<file path="src/rtl/carry_lookahead_adder_pkg.sv">
// Shared constants and helpers for the two-level carry-lookahead adder.
// cla_carry() is a flat sum-of-products carry over a span of generate/propagate pairs.
package carry_lookahead_adder_pkg;

   localparam int unsigned CLA_GROUP_W = 4;
   localparam int          CLA_SPAN_W  = 32;

   typedef logic [CLA_SPAN_W-1:0] cla_vec_t;

   function automatic int unsigned cla_num_groups(input int unsigned n);
      return (n + CLA_GROUP_W - 1) / CLA_GROUP_W;
   endfunction

   // Carry into position k of a span: OR over j<k of g[j] & p[j+1..k-1], plus cin & p[0..k-1].
   function automatic logic cla_carry(input cla_vec_t g, input cla_vec_t p, input logic cin,
                                      input int k);
      logic c;
      logic t;
      t = cin;
      for (int m = 0; m < CLA_SPAN_W; m++) begin
         if (m < k) t &= p[m];
      end
      c = t;
      for (int j = 0; j < CLA_SPAN_W; j++) begin
         if (j < k) begin
            t = g[j];
            for (int m = 0; m < CLA_SPAN_W; m++) begin
               if (m > j && m < k) t &= p[m];
            end
            c |= t;
         end
      end
      return c;
   endfunction

endpackage

</file>
<file path="src/rtl/carry_lookahead_adder_cla_group4.sv">
// 4-bit lookahead group: flat sum-of-products internal carries, exports group P and G.
module cla_group4 (
   input  logic [3:0] a_i,
   input  logic [3:0] b_i,
   input  logic       cin_i,
   output logic [3:0] sum_o,
   output logic       p_o,
   output logic       g_o
);

   logic [3:0] g;
   logic [3:0] p;
   logic [3:0] c;

   assign g = a_i & b_i;
   assign p = a_i ^ b_i;

   assign c[0] = cin_i;
   assign c[1] = g[0] | (p[0] & cin_i);
   assign c[2] = g[1] | (p[1] & g[0]) | (p[1] & p[0] & cin_i);
   assign c[3] = g[2] | (p[2] & g[1]) | (p[2] & p[1] & g[0]) | (p[2] & p[1] & p[0] & cin_i);

   assign sum_o = p ^ c;
   assign p_o   = &p;
   assign g_o   = g[3] | (p[3] & g[2]) | (p[3] & p[2] & g[1]) | (p[3] & p[2] & p[1] & g[0]);

endmodule

</file>
<file path="src/rtl/carry_lookahead_adder.sv">
// N-bit unsigned carry-lookahead adder with a registered (N+1)-bit sum.
// Groups of 4 bits, then block-of-4-groups lookahead with flat carries across blocks.
module carry_lookahead_adder
   import carry_lookahead_adder_pkg::*;
#(
   parameter int unsigned N = 8
) (
   input  logic         clk,
   input  logic         rst_n,
   input  logic         in_valid,
   input  logic [N-1:0] num1,
   input  logic [N-1:0] num2,
   output logic         out_valid,
   output logic [N:0]   result
);

   localparam int unsigned NumGroups = cla_num_groups(N);
   localparam int unsigned NumBlocks = (NumGroups + 3) / 4;
   localparam int unsigned PadW      = NumGroups * CLA_GROUP_W;

   logic [PadW-1:0]        a_pad;
   logic [PadW-1:0]        b_pad;
   logic [PadW-1:0]        s_pad;
   logic [PadW:0]          sum_full;
   logic [N:0]             sum;
   logic [NumGroups-1:0]   grp_p;
   logic [NumGroups-1:0]   grp_g;
   logic [NumGroups:0]     c_grp;
   logic [NumBlocks*4-1:0] grp_p_pad;
   logic [NumBlocks*4-1:0] grp_g_pad;
   logic [NumBlocks-1:0]   blk_p;
   logic [NumBlocks-1:0]   blk_g;
   logic [NumBlocks-1:0]   blk_cin;
   logic [N:0]             result_d;
   logic [N:0]             result_q;
   logic                   valid_q;

   assign a_pad = PadW'(num1);
   assign b_pad = PadW'(num2);

   for (genvar gi = 0; gi < NumGroups; gi++) begin : gen_grp
      cla_group4 u_grp (
         .a_i   (a_pad[4*gi +: 4]),
         .b_i   (b_pad[4*gi +: 4]),
         .cin_i (c_grp[gi]),
         .sum_o (s_pad[4*gi +: 4]),
         .p_o   (grp_p[gi]),
         .g_o   (grp_g[gi])
      );
   end

   always_comb begin
      grp_p_pad                = '0;
      grp_g_pad                = '0;
      grp_p_pad[NumGroups-1:0] = grp_p;
      grp_g_pad[NumGroups-1:0] = grp_g;
   end

   always_comb begin
      blk_p = '0;
      blk_g = '0;
      for (int b = 0; b < int'(NumBlocks); b++) begin
         blk_p[b] = &grp_p_pad[4*b +: 4];
         blk_g[b] = cla_carry(cla_vec_t'(grp_g_pad[4*b +: 4]), cla_vec_t'(grp_p_pad[4*b +: 4]),
                              1'b0, 4);
      end
   end

   always_comb begin
      blk_cin = '0;
      for (int b = 0; b < int'(NumBlocks); b++) begin
         blk_cin[b] = cla_carry(cla_vec_t'(blk_g), cla_vec_t'(blk_p), 1'b0, b);
      end
   end

   // Each group carry is a flat function of its block's P/G and the block carry-in.
   always_comb begin
      c_grp = '0;
      for (int k = 1; k <= int'(NumGroups); k++) begin
         c_grp[k] = cla_carry(cla_vec_t'(grp_g_pad[4*((k-1)/4) +: 4]),
                              cla_vec_t'(grp_p_pad[4*((k-1)/4) +: 4]),
                              blk_cin[(k-1)/4], k - 4*((k-1)/4));
      end
   end

   // Padding bits have p = g = 0, so every bit above N is zero and the OR yields c[N].
   assign sum_full = {c_grp[NumGroups], s_pad};
   assign sum      = {|sum_full[PadW:N], sum_full[N-1:0]};

   always_comb begin
      result_d = in_valid ? sum : result_q;
   end

   always_ff @(posedge clk or negedge rst_n) begin
      if (!rst_n) begin
         result_q <= '0;
         valid_q  <= 1'b0;
      end else begin
         result_q <= result_d;
         valid_q  <= in_valid;
      end
   end

   assign result    = result_q;
   assign out_valid = valid_q;

endmodule

</file>
<file path="config.mk">
export PLATFORM = sky130hd
export DESIGN_NAME = carry_lookahead_adder
export DESIGN_NICKNAME = d
export VERILOG_FILES = /design/src/rtl/carry_lookahead_adder_pkg.sv /design/src/rtl/carry_lookahead_adder_cla_group4.sv /design/src/rtl/carry_lookahead_adder.sv
export SDC_FILE = /design/constraint.sdc
export NUM_CORES = 1
export LEC_CHECK = 0
export ABC_AREA = 1
export BUFFER_PORTS_ARGS = -buffer_cell sky130_fd_sc_hd__buf_2
export CAP_MARGIN = 10
export CORE_ASPECT_RATIO = 0.9
export CORE_MARGIN = 2
export CORE_UTILIZATION = 38
export CTS_BUF_LIST = sky130_fd_sc_hd__clkbuf_4
export CTS_CLUSTER_SIZE = 24
export DETAILED_ROUTE_END_ITERATION = 8
export GPL_TIMING_DRIVEN = 0
export PLACE_DENSITY = 0.66
export REMOVE_ABC_BUFFERS = 1
export SLEW_MARGIN = 20
export SYNTH_ARGS = -nofsm -noshare
export SYNTH_HDL_FRONTEND = slang
export SYNTH_HIERARCHICAL = 1
export SYNTH_SLANG_ARGS = --single-unit
export TNS_END_PERCENT = 10
</file>
<file path="constraint.sdc">
create_clock -name clk -period 0.9 [get_ports clk]
set_clock_uncertainty 0.15 [all_clocks]
set_input_delay 0.045 -clock clk [delete_from_list [all_inputs] [get_ports clk]]
set_output_delay 0.045 -clock clk [all_outputs]
set_load 0.01 [all_outputs]
</file>
### Word-level counts from Yosys, hierarchy flattened

Index checks and enable logic that the tools add are counted.

* register bits: 10
* bits in latches: 0
* memory bits (writable): 0
* bits in read-only memories: 0
* input port bits: 19
* output and inout port bits: 10
* word-level logic and storage cells: 49
* memories: 0

* add/subtract/negate cells: 0
* multiply operators: 0
* div/mod/pow operators: 0
* $lt $le $gt $ge: 0
* eq/ne operators: 0
* shifts and indexed selects: 0
* muxes and demuxes: 0
* bitwise gates (word level): 46
* reductions and logical operators: 1

Operators with widths (number)
* bitwise AND 1 bit: 24
* bitwise OR 1 bit: 16
* XOR 4 bit: 4
* bitwise AND 4 bit: 2
* AND reduction 4 bit: 1

### Logic depth before layout (Yosys ltp)

* word-level depth: 8
* mapped depth: 11
* gate-level depth less buffers: 11

### Modules after synthesis

Netlist, hierarchy kept.

By module, submodules not included
* cla_group4: instances 2, cells an instance 32, area an instance 201.4 um2, seq. area each 0.0 um2
* carry_lookahead_adder: instances 1, cells an instance 43, area an instance 381.6 um2, seq. area each 250.2 um2

### Worst setup path after synthesis

Ideal clock, no wire load.

* path kind: input to register
* from: input num1[1]
* to: register result_q[4] (netlist: result[4])
* library setup time: 117 ps
* arrival time: 1473 ps
* required time: 633 ps
* slack: -840 ps
* stages on the path: 10
* path buffers: 0
* cells stage by stage: ha_1 > nand2_1 > nor2_1 > nor2_1 > o21bai_1 > inv_1 > fa_1 > inv_1 > nand2_1 > nand2_1

* cells in the longest elaborated chain, start to end: 5
* elaborated cells between the ends (all ways): 8
* those cells by class: bitwise (8)

RTL lines
* from (decl): line carry_lookahead_adder.sv:11 `input logic [N-1:0] num1,`
* bitwise AND 4 bit or XOR 4 bit (tied branches): line carry_lookahead_adder_cla_group4.sv:15, carry_lookahead_adder_cla_group4.sv:16
* bitwise AND 1 bit: line carry_lookahead_adder_cla_group4.sv:25 `assign g_o = g[3] | (p[3] & g[2]) | (p[3] & p[2] & g[1]) | (p[3] & p[2] & p[1] & g[0]);`
* bitwise OR 1 bit or bitwise AND 1 bit (tied branches): line carry_lookahead_adder_cla_group4.sv:25
* bitwise OR 1 bit (*): line carry_lookahead_adder_cla_group4.sv:25
* net c_grp[1]: line carry_lookahead_adder.sv:28 `logic [NumGroups:0] c_grp;`
* XOR 4 bit (*): line carry_lookahead_adder_cla_group4.sv:23 `assign sum_o = p ^ c;`
* net s_pad[4]: line carry_lookahead_adder.sv:23 `logic [PadW-1:0] s_pad;`
* to (signal assigned): line carry_lookahead_adder.sv:99 `result_q <= result_d;`
* to (decl): line carry_lookahead_adder.sv:35 `logic [N:0] result_q;`

The timed path passes the listed nets; every way through them passes the cells marked *.
A chain may end at the register's enable or synchronous reset.

### Final worst setup path

* from: input num2[1]
* to: register result_q[4] (netlist: result[4])

* cells in the longest elaborated chain, start to end: 5
* elaborated cells between the ends (all ways): 8
* those cells by class: bitwise (8)

RTL lines
* from (decl): line carry_lookahead_adder.sv:12 `input logic [N-1:0] num2,`
* bitwise AND 4 bit or XOR 4 bit (tied branches): line carry_lookahead_adder_cla_group4.sv:15, carry_lookahead_adder_cla_group4.sv:16
* bitwise AND 1 bit: line carry_lookahead_adder_cla_group4.sv:25
* bitwise OR 1 bit or bitwise AND 1 bit (tied branches): line carry_lookahead_adder_cla_group4.sv:25
* bitwise OR 1 bit (*): line carry_lookahead_adder_cla_group4.sv:25
* net c_grp[1]: line carry_lookahead_adder.sv:28
* XOR 4 bit (*): line carry_lookahead_adder_cla_group4.sv:23
* net s_pad[4]: line carry_lookahead_adder.sv:23

Marked as above.

==> reports/results.ini <==
[run_status]
outcome=finished with violations
violations=negative hold slack, negative setup slack

[place]
place_area_um2=943.4
dp_hpwl_um=1164
port_buffers=28
gp_congestion=0.7215

[power]
power_density_mw_per_mm2=1286
p_clk_frac=0.217
fin_total_pwr_mw=1.410
cell_internal_pwr_uw=941.8
switchingPower_uw=468.0
leakagePower_nw=0.6274
sequentialPowerShare=0.395
peakVddDrop_uv=558.6
power_frac_comb=0.387
switching_share=0.3320

[worst_setup_path]
cp_slowest_stage_delay_ns=0.48
end_kind=flip-flop
rrSetupSlack_ns=0.14
cp_num_buf_inv=3
critPathArrivalTime_ns=1.47
cp_slowest_cell=fa_1
cp.required_ns=0.90
crit_family=adder cells
crit_type=primary input to flip-flop
crit_path_cell_trace=buf_6 > ha_4 > nand2_2 > nor2_2 > nor2_2 > o21bai_2 > inv_1 > fa_1 > inv_1 > nand2_1 > nand2_1
worstPathMaxFanout=3
start_kind=primary input

[global_routing]
grt_first_pass_wirelength_um=2615
overflow=0
grt_pass1_vias=657
track_usage=0.1479
grt_max_degree=12
antenna_found_initial=0

[floorplanning]
core_area_mm2=0.001914
die-area_mm2=0.002419
die_h_um=46.87
io_pins=29
die_w_um=51.63
fp-row-count=15
start_util=0.4052

[timing]
whs_ns=-0.1181
fin_ws_ns=-0.5704
setup_viol=17
final_max_slew_viol_count=0
fmax_mhz=680.1
fin_crit_sh=1.634
hold_viol_final=10
finalCriticalPeriod_ns=1.470
grt_setup_unrepaired=true

[finish]
drive_gt1_frac=0.3310
antennaDiodeCount=0
final_area_mm2=0.001096
final_cell_mix=42 x nand2_1, 24 x buf_2, 16 x inv_1, 10 x dfrtp_1
final_common_cell=nand2_1
nets=174
areaGrowthSynthToFinish_pct=41.29

[drt]
drtPass1Iterations=4
ant_nets=0
vias=737
totalWireLength_um=1522
drt-wirelength-per-cell_um=9.114
drcViolationCount=0
first_iter_violations=8
via_per_inst=4.413

[clocking]
cts_tree=built
cts_root_buffer=clkbuf_4
clkSlewWorstSetupHoldPaths_ns=0.07
clockBufferDepth=2
htreeDepth=1
cts_hold_buf=1
cts.sinks=10
clock_latency_ns=0.25
cts_buffers=3

[yosys]
synth.avg_cell_area_um2=7.388
syn_area_um2=775.7
ys_warn_count=6
synthCells=105

[hold_path]
hold_class=primary input to flip-flop

[job]
drv_cap=0

final timing paths:
kind                                  startpoint                     to  depth (start not counted)
min in group asynchronous                  rst_n  result[5]$_DFFE_PN0P_                          2
setup reg to reg           result[8]$_DFFE_PN0P_  result[8]$_DFFE_PN0P_                          2
hold / removal                          in_valid    out_valid$_DFF_PN0_                          1
setup / recovery                         num2[1]  result[4]$_DFFE_PN0P_                         11
hold reg to reg            result[1]$_DFFE_PN0P_  result[1]$_DFFE_PN0P_                          2
max in group asynchronous                  rst_n  result[2]$_DFFE_PN0P_                          2
area by class of cell:
class | count | area [µm²]
clock buffers | 3 | 22.52
fillers | 210 | 818.3
multi-input cells | 78 | 523.0
flip-flops and latches | 10 | 250.2
clock inverters | 1 | 3.754
well taps | 25 | 31.28
repair buffers | 32 | 197.7
inverters | 18 | 67.56
power by group through the flow:
stage                     sequential (mW)  clock [mW]  combinational, mW
after floorplan                     0.603           0              0.253
after global placement              0.566           0              0.457
after detailed placement            0.567           0              0.466
after CTS                           0.559       0.326              0.528
after global routing                0.569       0.345              0.630
final                               0.557       0.307              0.546
sequential cells by signal, indices dropped and copies added, names as in the netlist:
name	flops
out_valid	1
result	9
worst register-to-register path, stage by stage, from the launching register on:
cell and delay, ns:
dfrtp_1 0.39, nand2_1 0.07, nand2_1 0.05
metrics by stage:
stage          instances  utilization  hold slack, ns  TNS, ns  setup WS, ns
4_1_cts              165       0.5588         -0.1405   -2.756       -0.6017
6_report             167       0.5725         -0.1181   -2.607       -0.5704
2_1_floorplan        106            -         -0.4006   -3.558       -0.8216
5_1_grt              167       0.5725         -0.1324   -3.579       -0.6638
3_5_place_dp         159       0.4928         -0.2370   -5.608        -1.100
3_3_place_gp         159       0.4928         -0.2395   -5.629        -1.109
routing by layer:
layer	global-route usage	part of all wire	up-vias
met4	0.06316	0	0
met2	0.2795	0.51	15
met1	0.1663	0.44	331
li1	-	-	391
met5	0	0	-
met3	0.02866	0.050	0
what timing repair did:
item | in CTS | in global routing
resized for setup | 14 | 4
endpoints found under the setup margin | 17 | 19
hold endpoints to repair | 20 | 9
pin swaps | 7 | 5
buffers inserted | 1 | 2
No activity file was read; power rests on OpenSTA's default activity.
